File: config.mk
export PLATFORM = sky130hd
export DESIGN_NAME = sram_like_arbiter_flat
export DESIGN_NICKNAME = d
export VERILOG_FILES = /design/src/rtl/sram_like_arbiter_pkg.sv /design/src/rtl/sram_like_arbiter_if.sv /design/src/rtl/sram_like_arbiter_arb_id_fifo.sv /design/src/rtl/sram_like_arbiter.sv /design/src/flat_wrapper.sv
export SDC_FILE = /design/constraint.sdc
export NUM_CORES = 1
export LEC_CHECK = 0
export BUFFER_PORTS_ARGS = -buffer_cell sky130_fd_sc_hd__buf_2
export CORE_AREA = 2 2 126 128
export CTS_CLUSTER_SIZE = 10
export DETAILED_ROUTE_END_ITERATION = 12
export DIE_AREA = 0 0 128 130
export PLACE_DENSITY = 0.56
export SLEW_MARGIN = 5
export SYNTH_ARGS = -nofsm -noshare
export SYNTH_HDL_FRONTEND = slang
export SYNTH_SLANG_ARGS = --single-unit
File: constraint.sdc
create_clock -name clk -period 3.2 [get_ports clk]
set_clock_uncertainty 0.2 [all_clocks]
set_input_delay 0 -clock clk [delete_from_list [all_inputs] [get_ports clk]]
set_output_delay 0 -clock clk [all_outputs]
set_load 0.05 [all_outputs]
File: src/rtl/sram_like_arbiter_pkg.sv
// Shared widths, owner IDs and lock states for the SRAM-like inst/data arbiter.
package sram_like_arbiter_pkg;

    localparam int SIZE_W  = 2;
    localparam int WSTRB_W = 4;
    localparam int ADDR_W  = 32;
    localparam int DATA_W  = 32;

    typedef enum logic {
        ARB_ID_INST = 1'b0,
        ARB_ID_DATA = 1'b1
    } arb_id_t;

    typedef enum logic {
        LK_IDLE   = 1'b0,
        LK_LOCKED = 1'b1
    } lock_state_t;

    // Fixed-priority pick among the currently asserting requesters.
    function automatic arb_id_t pick_grant(input logic m0_req, input logic m1_req,
                                           input logic data_prio);
        arb_id_t id;
        id = ARB_ID_INST;
        if (m0_req && m1_req) begin
            id = data_prio ? ARB_ID_DATA : ARB_ID_INST;
        end else if (m1_req) begin
            id = ARB_ID_DATA;
        end
        return id;
    endfunction

endpackage

File: src/rtl/sram_like_arbiter_if.sv
// SRAM-like request/response bundle: master drives the request, slave answers addr_ok/data_ok.
interface sram_like_arbiter_if;
    import sram_like_arbiter_pkg::*;

    logic               req;
    logic               wr;
    logic [SIZE_W-1:0]  size;
    logic [WSTRB_W-1:0] wstrb;
    logic [ADDR_W-1:0]  addr;
    logic [DATA_W-1:0]  wdata;
    logic               addr_ok;
    logic               data_ok;
    logic [DATA_W-1:0]  rdata;

    modport master (
        output req, wr, size, wstrb, addr, wdata,
        input  addr_ok, data_ok, rdata
    );

    modport slave (
        input  req, wr, size, wstrb, addr, wdata,
        output addr_ok, data_ok, rdata
    );

endinterface

File: src/rtl/sram_like_arbiter_arb_id_fifo.sv
// Owner-ID FIFO: 1-bit entries, DEPTH deep (power of 2), registered full/empty/count.
// Callers must not push while full; simultaneous push and pop keep the count unchanged.
module arb_id_fifo
    import sram_like_arbiter_pkg::*;
#(
    parameter int DEPTH = 4
) (
    input  logic                   clk,
    input  logic                   reset,
    input  logic                   push,
    input  arb_id_t                push_id,
    input  logic                   pop,
    output arb_id_t                head_id,
    output logic                   full,
    output logic                   empty,
    output logic [$clog2(DEPTH):0] count
);

    localparam int PW = $clog2(DEPTH);
    localparam int CW = PW + 1;

    logic [DEPTH-1:0] mem;
    logic [PW-1:0]    wptr;
    logic [PW-1:0]    rptr;
    logic             do_push;
    logic             do_pop;

    assign do_push = push && !full;
    assign do_pop  = pop && !empty;
    assign full    = (count == CW'(DEPTH));
    assign empty   = (count == '0);
    assign head_id = arb_id_t'(mem[rptr]);

    always_ff @(posedge clk or posedge reset) begin
        if (reset) begin
            mem   <= '0;
            wptr  <= '0;
            rptr  <= '0;
            count <= '0;
        end else begin
            if (do_push) begin
                mem[wptr] <= push_id;
                wptr      <= wptr + 1'b1;
            end
            if (do_pop) begin
                rptr <= rptr + 1'b1;
            end
            case ({do_push, do_pop})
                2'b10:   count <= count + CW'(1);
                2'b01:   count <= count - CW'(1);
                default: count <= count;
            endcase
        end
    end

endmodule

File: src/rtl/sram_like_arbiter.sv
// Shares one SRAM-like slave between inst (m0) and data (m1) masters; requests pass through
// combinationally and in-order responses are steered back using a FIFO of owner IDs.
module sram_like_arbiter
    import sram_like_arbiter_pkg::*;
#(
    parameter int MAX_OUTST = 4,
    parameter bit DATA_PRIO = 1'b1
) (
    input  logic                       clk,
    input  logic                       reset,
    sram_like_arbiter_if.slave         m0,
    sram_like_arbiter_if.slave         m1,
    sram_like_arbiter_if.master        s,
    output logic [$clog2(MAX_OUTST):0] outst_cnt,
    output logic                       err_unexp_rsp
);

    lock_state_t lock_st;
    arb_id_t     lock_id;
    arb_id_t     grant;
    arb_id_t     head_id;
    logic        fifo_full;
    logic        fifo_empty;
    logic        s_req;
    logic        accept;
    logic        rsp;

    // A pending unaccepted request pins the grant so fields never change under the slave.
    always_comb begin
        grant = pick_grant(m0.req, m1.req, DATA_PRIO);
        if (lock_st == LK_LOCKED) begin
            grant = lock_id;
        end
    end

    assign s_req   = (m0.req || m1.req) && !fifo_full;
    assign accept  = s_req && s.addr_ok;
    assign rsp     = s.data_ok && !fifo_empty;

    assign s.req   = s_req;
    assign s.wr    = (grant == ARB_ID_DATA) ? m1.wr    : m0.wr;
    assign s.size  = (grant == ARB_ID_DATA) ? m1.size  : m0.size;
    assign s.wstrb = (grant == ARB_ID_DATA) ? m1.wstrb : m0.wstrb;
    assign s.addr  = (grant == ARB_ID_DATA) ? m1.addr  : m0.addr;
    assign s.wdata = (grant == ARB_ID_DATA) ? m1.wdata : m0.wdata;

    assign m0.addr_ok = accept && (grant == ARB_ID_INST);
    assign m1.addr_ok = accept && (grant == ARB_ID_DATA);

    assign m0.data_ok = rsp && (head_id == ARB_ID_INST);
    assign m1.data_ok = rsp && (head_id == ARB_ID_DATA);
    assign m0.rdata   = m0.data_ok ? s.rdata : '0;
    assign m1.rdata   = m1.data_ok ? s.rdata : '0;

    arb_id_fifo #(
        .DEPTH   (MAX_OUTST)
    ) u_id_fifo (
        .clk     (clk),
        .reset   (reset),
        .push    (accept),
        .push_id (grant),
        .pop     (rsp),
        .head_id (head_id),
        .full    (fifo_full),
        .empty   (fifo_empty),
        .count   (outst_cnt)
    );

    always_ff @(posedge clk or posedge reset) begin
        if (reset) begin
            lock_st <= LK_IDLE;
            lock_id <= ARB_ID_INST;
        end else begin
            case (lock_st)
                LK_IDLE: begin
                    if (s_req && !s.addr_ok) begin
                        lock_st <= LK_LOCKED;
                        lock_id <= grant;
                    end
                end
                LK_LOCKED: begin
                    if (s.addr_ok) begin
                        lock_st <= LK_IDLE;
                    end
                end
                default: lock_st <= LK_IDLE;
            endcase
        end
    end

    // A response with an empty FIFO (including one racing a same-cycle accept) is a slave fault.
    always_ff @(posedge clk or posedge reset) begin
        if (reset) begin
            err_unexp_rsp <= 1'b0;
        end else if (s.data_ok && fifo_empty) begin
            err_unexp_rsp <= 1'b1;
        end
    end

endmodule

File: src/flat_wrapper.sv
// flat-port wrapper written by rule: the top's interface ports become plain ports
module sram_like_arbiter_flat import sram_like_arbiter_pkg::*;
#(
    parameter int MAX_OUTST = 4,
    parameter bit DATA_PRIO = 1'b1
)
  (clk, reset, outst_cnt, err_unexp_rsp, m0_req, m0_wr, m0_size, m0_wstrb, m0_addr, m0_wdata, m0_addr_ok, m0_data_ok, m0_rdata, m1_req, m1_wr, m1_size, m1_wstrb, m1_addr, m1_wdata, m1_addr_ok, m1_data_ok, m1_rdata, s_req, s_wr, s_size, s_wstrb, s_addr, s_wdata, s_addr_ok, s_data_ok, s_rdata);
  sram_like_arbiter_if m0_i ();
  sram_like_arbiter_if m1_i ();
  sram_like_arbiter_if s_i ();
  input  logic clk;
  input  logic reset;
  output logic [$clog2(MAX_OUTST):0] outst_cnt;
  output logic err_unexp_rsp;
  input wire logic [$bits(m0_i.req)-1:0] m0_req;
  input wire logic [$bits(m0_i.wr)-1:0] m0_wr;
  input wire logic [$bits(m0_i.size)-1:0] m0_size;
  input wire logic [$bits(m0_i.wstrb)-1:0] m0_wstrb;
  input wire logic [$bits(m0_i.addr)-1:0] m0_addr;
  input wire logic [$bits(m0_i.wdata)-1:0] m0_wdata;
  output wire logic [$bits(m0_i.addr_ok)-1:0] m0_addr_ok;
  output wire logic [$bits(m0_i.data_ok)-1:0] m0_data_ok;
  output wire logic [$bits(m0_i.rdata)-1:0] m0_rdata;
  input wire logic [$bits(m1_i.req)-1:0] m1_req;
  input wire logic [$bits(m1_i.wr)-1:0] m1_wr;
  input wire logic [$bits(m1_i.size)-1:0] m1_size;
  input wire logic [$bits(m1_i.wstrb)-1:0] m1_wstrb;
  input wire logic [$bits(m1_i.addr)-1:0] m1_addr;
  input wire logic [$bits(m1_i.wdata)-1:0] m1_wdata;
  output wire logic [$bits(m1_i.addr_ok)-1:0] m1_addr_ok;
  output wire logic [$bits(m1_i.data_ok)-1:0] m1_data_ok;
  output wire logic [$bits(m1_i.rdata)-1:0] m1_rdata;
  output wire logic [$bits(s_i.req)-1:0] s_req;
  output wire logic [$bits(s_i.wr)-1:0] s_wr;
  output wire logic [$bits(s_i.size)-1:0] s_size;
  output wire logic [$bits(s_i.wstrb)-1:0] s_wstrb;
  output wire logic [$bits(s_i.addr)-1:0] s_addr;
  output wire logic [$bits(s_i.wdata)-1:0] s_wdata;
  input wire logic [$bits(s_i.addr_ok)-1:0] s_addr_ok;
  input wire logic [$bits(s_i.data_ok)-1:0] s_data_ok;
  input wire logic [$bits(s_i.rdata)-1:0] s_rdata;
  assign m0_i.req = m0_req;
  assign m0_i.wr = m0_wr;
  assign m0_i.size = m0_size;
  assign m0_i.wstrb = m0_wstrb;
  assign m0_i.addr = m0_addr;
  assign m0_i.wdata = m0_wdata;
  assign m0_addr_ok = m0_i.addr_ok;
  assign m0_data_ok = m0_i.data_ok;
  assign m0_rdata = m0_i.rdata;
  assign m1_i.req = m1_req;
  assign m1_i.wr = m1_wr;
  assign m1_i.size = m1_size;
  assign m1_i.wstrb = m1_wstrb;
  assign m1_i.addr = m1_addr;
  assign m1_i.wdata = m1_wdata;
  assign m1_addr_ok = m1_i.addr_ok;
  assign m1_data_ok = m1_i.data_ok;
  assign m1_rdata = m1_i.rdata;
  assign s_req = s_i.req;
  assign s_wr = s_i.wr;
  assign s_size = s_i.size;
  assign s_wstrb = s_i.wstrb;
  assign s_addr = s_i.addr;
  assign s_wdata = s_i.wdata;
  assign s_i.addr_ok = s_addr_ok;
  assign s_i.data_ok = s_data_ok;
  assign s_i.rdata = s_rdata;
  sram_like_arbiter #(.MAX_OUTST(MAX_OUTST), .DATA_PRIO(DATA_PRIO)) u_core (.clk(clk), .reset(reset), .m0(m0_i), .m1(m1_i), .s(s_i), .outst_cnt(outst_cnt), .err_unexp_rsp(err_unexp_rsp));
endmodule
==> results of run 1 <==
-- layout make-up --
cell class | count | area share [%]
multi-input combinational | 210 | 39.9
inverter | 7 | 0.645
sequential | 14 | 8.60
timing repair buffer | 337 | 42.8
tap | 192 | 5.89
clock buffer | 4 | 2.18
-- power groups by stage --
stage / Clock (mW) / Combinational [mW] / Sequential, mW
4_1_cts: 0.265 / 3.43 / 0.350
2_1_floorplan: 0 / 2.61 / 0.422
3_3_place_gp: 0 / 3.42 / 0.347
5_1_grt: 0.274 / 3.60 / 0.367
3_5_place_dp: 0 / 3.42 / 0.352
6_report: 0.258 / 3.40 / 0.349
-- worst max path at each step --
| stage | from | endpoint | slack [ns] |
|---|---|---|---|
| global route | u_core.u_id_fifo.count[0] | u_core.u_id_fifo.count[2] | 0.44 |
| detailed placement | u_core.u_id_fifo.count[0] | u_core.u_id_fifo.count[2] | 0.64 |
| finish | u_core.u_id_fifo.count[0] | u_core.u_id_fifo.count[2] | 0.62 |
| CTS | u_core.u_id_fifo.count[0] | u_core.u_id_fifo.count[2] | 0.62 |
| floorplan | u_core.u_id_fifo.count[2] | u_core.u_id_fifo.count[2] | 0.41 |
| global placement | u_core.u_id_fifo.count[0] | u_core.u_id_fifo.count[2] | 0.67 |
-- flip-flops by register name, indices dropped and copies added (netlist names) --
name / count
u_core.err_unexp_rsp: 1
u_core.lock_st: 1
u_core.u_id_fifo.mem: 4
u_core.lock_id: 1
u_core.u_id_fifo.rptr: 2
u_core.u_id_fifo.count: 3
u_core.u_id_fifo.wptr: 2
-- cell families after synthesis --
kind of cell	count (synthesis)	synth area share [%]
and+or+nand+nor	111	25.0
muxes	76	41.3
buffers and inverters	32	6.72
DFF	14	16.6
AOI/OAI and AO/OA	11	3.92
xor gates and xnor gates	6	2.50
adders and majority gates	6	3.92
-- critical path, delay by kind of cell, from the launching register on --
| family | cells | cell delay, ns |
|---|---|---|
| and+or+nand+nor | 3 | 0.88 |
| buffers and inverters | 2 | 0.14 |
| adders and majority gates | 2 | 0.55 |
| xor gates and xnor gates | 2 | 0.29 |
| DFF | 1 | 0.44 |
-- layout by cell type (no fill, tap or decap), types with 4 or more instances in the layout --
| master | n |
|---|---|
| a31oi_1 | 4 |
| a41oi_1 | 4 |
| and3_1 | 32 |
| buf_2 | 323 |
| buf_4 | 9 |
| dfrtp_1 | 14 |
| dlygate4sd3_1 | 4 |
| ha_1 | 5 |
| inv_1 | 7 |
| mux2_2 | 72 |
| nand2_1 | 33 |
| nor2_1 | 37 |
-- through the flow --
step           hold slack [ns]  worst slack, ns  instance area (µm²)
2_1_floorplan           -0.311            0.410                 2100
3_3_place_gp            -0.119            0.671                 3950
3_5_place_dp            -0.108            0.637                 3950
4_1_cts                 0.0342            0.624                 4080
5_1_grt                 0.0671            0.441                 4080
6_report                0.0296            0.621                 4080
-- metal layers --
metal	GRT usage [%]	wire length, µm	part of all wire (%)
met5	0	13	0.13
met4	3.62	284	2.7
met3	3.03	1010	9.7
met2	19.0	5030	49
met1	13.1	4010	39
==> impl_metrics.py, run 1 <==
metrics = {
    "worst_setup_path": {
        "worstPathCellList": "or3b_1 > and3_4 > inv_1 > ha_1 > inv_1 > fa_1 > xor2_1 > nor2_1 > xor2_1",
        "critPathArrivalTime_ns": 2.55,
        "critical_path.slowest_cell": "or3b_1",
        "end_kind": "flip-flop",
        "startpoint_type": "flip-flop",
        "cp_max_fo": 8,
        "ff2ff_path_depth": 9,
        "required_ns": 3.17,
        "critPathMaxStageDelay_ns": 0.51,
        "setup.worst_path.class": "reg -> reg",
        "r2r_end": "u_core.u_id_fifo.count[2]",
        "r2r-start": "u_core.u_id_fifo.count[0]",
        "reg2reg_slack_ns": 0.62,
    },
    "drt": {
        "finalWirelength_mm": 10.3,
        "drt-initial-drc-count": 54,
        "drc": 0,
        "drt_pass1_iterations": 4,
        "num_vias": 3076,
        "wl_per_cell_um": 13.5,
        "final_antenna_net_count": 0,
        "vias_per_cell": 4.03,
    },
    "floorplanning": {
        "rows": 46,
        "die_h_um": 130,
        "io_pins": 324,
        "die_area_um2": 16600,
        "core_um2": 15400,
        "die_w_um": 128,
        "initial_core_util_pct": 13.6,
    },
    "synthesis": {
        "synthTopCellsByArea": "mux2_2 39%, dfrtp_1 17%, and3_1 9.5%",
        "netlist_top_cells_count": "72 x mux2_2, 37 x nor2_1, 33 x nand2_1, 32 x and3_1, 14 x dfrtp_1",
        "syn_area_um2": 2100,
        "yosys_most_used_dff": "dfrtp_1",
        "synth_cell_types": 29,
        "synth_warnings": 0,
        "syn_inst": 256,
        "synth_most_common_cell": "mux2_2",
        "ys_ff_latch": 14,
        "synth.net_count": 442,
        "seq_area_frac_synth_pct": 16.6,
        "ys_async_sr_fraction_pct": 100,
        "synth-edff-count": 0,
        "yosys.area.top_type_share_pct": 38.5,
        "synth_top_area_cell": "mux2_2",
        "avgSynthCellArea_um2": 8.22,
    },
    "grt": {
        "grtUsageTotal_pct": 11.0,
        "antenna_found_initial": 1,
        "grt_pass1_wl_mm": 14.0,
        "grt_max_degree": 69,
        "grt.overflow.total": 0,
        "grt_pass1_vias": 2671,
    },
    "placement": {
        "place.gp.congestion": 0.784,
        "post-dp-hpwl_mm": 9.01,
        "dp_cells": 756,
        "port_buffers": 323,
    },
    "layout": {
        "antenna-diode-count": 0,
        "syn_to_final_growth_pct": 93.6,
        "multi_input_area_um2": 1630,
        "drive_gt1_share_pct": 72.6,
        "nets": 759,
        "final-seq-area_um2": 350,
        "fin_util_pct": 26.4,
        "fill_cells": 1694,
        "finalNonFillerCells": 764,
    },
    "timing": {
        "period_minus_slack_ns": 2.58,
        "worst_slew_pin_slew_ns": 0.959,
        "fmax_ghz": 0.388,
        "tns_ns": 0,
        "slew_headroom_pct": 36.1,
        "finalHoldViolations": 0,
        "drv_slew": 0,
        "post-route-period-util_pct": 80.6,
        "setup-violations-final": 0,
        "grt_setup_unrepaired": "false",
    },
    "pwr": {
        "p_int_mw": 1.37,
        "p_leak_nw": 2.38,
        "netSwitchingFraction_pct": 65.7,
        "power.density_nw_per_um2": 983,
        "comb_power_share_pct": 84.8,
        "clkPwrFrac_pct": 6.4,
        "power_frac_seq_pct": 8.7,
        "switchingPower_mw": 2.63,
        "finalPower_mw": 4.01,
        "peakVddDrop_v": 0.000336,
    },
    "outcome": {
        "run_status": "finished clean",
    },
    "clock_tree": {
        "cts_tree": "built",
        "root_buffer": "clkbuf_16",
        "post_cts_buffers": 0,
        "ctsHoldBuffers": 4,
        "clkTransAtPathRegs_ns": 0.05,
        "clockBufferDepth": 2,
        "cts_max_level": 1,
        "postCtsResizedCells": 0,
        "cts_buffers": 3,
        "clkLatencyLatePin_ns": 0.24,
        "cts_sinks": 14,
    },
    "min_path": {
        "hold_depth": 4,
        "hold_start": "m0_req",
        "min_path_type": "in -> reg",
        "whs_endpoint": "u_core.lock_st",
    },
    "job": {
        "max-cap-violations": 0,
    },
}
Note: power is estimated with default switching activity, not from simulation.
==> run 2: changes to the inputs <==
--- a/config.mk
+++ b/config.mk
@@ -10,7 +10,7 @@
 export CTS_CLUSTER_SIZE = 10
 export DETAILED_ROUTE_END_ITERATION = 12
 export DIE_AREA = 0 0 128 130
-export PLACE_DENSITY = 0.56
+export PLACE_DENSITY = 0.58
 export SLEW_MARGIN = 5
 export SYNTH_ARGS = -nofsm -noshare
 export SYNTH_HDL_FRONTEND = slang
==> constraint.sdc (replaced) <==
create_clock -name clk -period 2.3 [get_ports clk]
set_clock_uncertainty 0.2 [all_clocks]
set_input_delay 0 -clock clk [delete_from_list [all_inputs] [get_ports clk]]
set_output_delay 0 -clock clk [all_outputs]
set_load 0.05 [all_outputs]
==> run 2 against run 1 <==
  * Critical path type unchanged
  * Sequential power rose by 32%
  * Maximum frequency up 17%
  * Register-to-register slack lost 0.53 ns
  * Sequential share of layout area is 0.13 points lower
  * Hold slack worse by 0.0016 ns
  * First-iteration DRC count is 9.3% higher
  * Non-clock buffer count up 6
  * Die area did not move
  * Critical endpoint unchanged
  * Critical path depth is the same
  * Largest power group unchanged
==> impl_metrics.py, run 2 (synthesis gave the netlist of run 1 again) <==
metrics = {
    "timing": {
        "tns_ns": 0,
        "post-route-period-util_pct": 96.0,
        "period_minus_slack_ns": 2.21,
        "setup-violations-final": 0,
        "drv_slew": 0,
        "grt_setup_unrepaired": "true",
        "setup_ws_ns": 0.0915,
        "finalHoldViolations": 0,
        "fmax_ghz": 0.453,
        "slew_headroom_pct": 63.3,
        "fin_hold_ws_ns": 0.0280,
        "worst_slew_pin_slew_ns": 0.550,
    },
    "clock_tree": {
        "cts_sinks": 14,
        "clkTransAtPathRegs_ns": 0.05,
        "cts_buffers": 3,
        "clockBufferDepth": 2,
        "cts_max_level": 1,
        "root_buffer": "clkbuf_16",
        "cts_tree": "built",
        "clkLatencyLatePin_ns": 0.25,
    },
    "layout": {
        "largest_reg_flops": 4,
        "mostFrequentLayoutCells": "323 x buf_2, 72 x mux2_2, 37 x nor2_1, 33 x nand2_1, 32 x and3_1",
        "fin_area_um2": 4180,
        "antenna-diode-count": 0,
        "top_register": "u_core.u_id_fifo.mem",
        "largestRegisters": "u_core.u_id_fifo.mem: 4 flops, u_core.u_id_fifo.count: 3 flops",
        "syn_to_final_growth_pct": 98.7,
        "drive_gt1_share_pct": 74.2,
        "nets": 765,
        "layout_commonest_cell": "buf_2",
        "finalNonFillerCells": 770,
    },
    "drt": {
        "wl_per_cell_um": 14.4,
        "drt_pass1_iterations": 4,
        "vias_per_cell": 4.08,
        "drt-initial-drc-count": 59,
        "num_vias": 3138,
        "drc": 0,
        "final_antenna_net_count": 0,
        "finalWirelength_mm": 11.1,
    },
    "pwr": {
        "power.density_nw_per_um2": 1400,
        "peakVddDrop_v": 0.000517,
        "p_leak_nw": 2.43,
    },
    "floorplanning": {
        "die_w_um": 128,
        "io_pins": 324,
        "core_um2": 15400,
        "die_h_um": 130,
        "die_area_um2": 16600,
        "rows": 46,
        "initial_core_util_pct": 13.6,
    },
    "outcome": {
        "run_status": "finished clean",
    },
    "worst_setup_path": {
        "cp_max_fo": 2,
        "reg2reg_slack_ns": 0.09,
        "end_kind": "flip-flop",
        "critical_path.startpoint": "u_core.u_id_fifo.count[0]",
        "setup.worst_path.class": "reg -> reg",
        "r2r-start": "u_core.u_id_fifo.count[0]",
        "required_ns": 2.26,
        "critPathArrivalTime_ns": 2.17,
        "startpoint_type": "flip-flop",
    },
    "placement": {
        "port_buffers": 323,
        "dp_slack_ns": 0.0459,
        "post-dp-hpwl_mm": 9.69,
        "post_dp_cell_area_um2": 4040,
        "dp_cells": 761,
        "place.gp.congestion": 0.831,
    },
    "grt": {
        "grt_pass1_wl_mm": 14.9,
        "grt_max_degree": 69,
        "grt_pass1_vias": 2767,
        "antenna_found_initial": 0,
        "grtUsageTotal_pct": 11.8,
        "grt.overflow.total": 0,
    },
    "job": {
        "max-cap-violations": 0,
    },
    "min_path": {
        "min_path_type": "in -> reg",
        "hold_start": "m0_req",
    },
}
==> run 2: cell types whose count changed in the layout (fill, tap and decap cells not counted), sizes merged <==
| cell | before | now |
|---|---|---|
| buf | 333 | 339 |
==> run 2: routing by layer <==
| metal | wire length, µm | GRT usage, % |
|---|---|---|
| met2 | 5400 | 21.3 |
| met4 | 225 | 3.36 |
| met5 | 0 | 0 |
| met3 | 1100 | 3.40 |
| met1 | 4400 | 13.6 |
==> run 2: final timing paths <==
check                                       endpoint  cells past startpoint
min reg2reg                     u_core.err_unexp_rsp                      1
min in group asynchronous             u_core.lock_id                      3
min                                   u_core.lock_st                      4
max in group asynchronous  u_core.u_id_fifo.count[1]                      3
max                        u_core.u_id_fifo.count[2]                      9
max reg2reg                u_core.u_id_fifo.count[2]                      9
==> run 2: through the flow <==
step	total power, mW	utilization [%]
finish	5.84	27.1
global route	6.17	27.1
CTS	5.87	27.0
detailed placement	5.47	26.2
global placement	5.46	26.2
floorplan	4.24	-
==> run 2: final cells by class <==
type / count / area [µm²]
multi-input cells: 210 / 1640
flip-flops and latches: 14 / 354
fillers: 1671 / 11200
inverters: 7 / 28.8
well taps: 192 / 240
clock buffers: 4 / 88.8
repair buffers: 343 / 1830
==> run 2: report_power, final <==
group          leakage (nW)  switching [mW]  total, mW  internal (mW)
logic                  2.22            3.56       5.01           1.45
registers             0.156          0.0857      0.461          0.376
clock network        0.0442           0.105      0.369          0.264
==> run 2: timing repair <==
item	4_1_cts	5_1_grt
gates resized for setup	0	1
setup buffers	0	1
hold buffers	4	0
hold endpoints to repair	21	0
endpoints found under the setup margin	0	1
==> run 2: worst max-delay path, stage by stage, from the launching register on <==
cell     delay, ns
dfrtp_2       0.39
or3b_4        0.40
and3_4        0.19
inv_4         0.06
ha_4          0.13
inv_2         0.03
fa_2          0.32
xor2_1        0.14
nor2_1        0.12
xor2_1        0.15
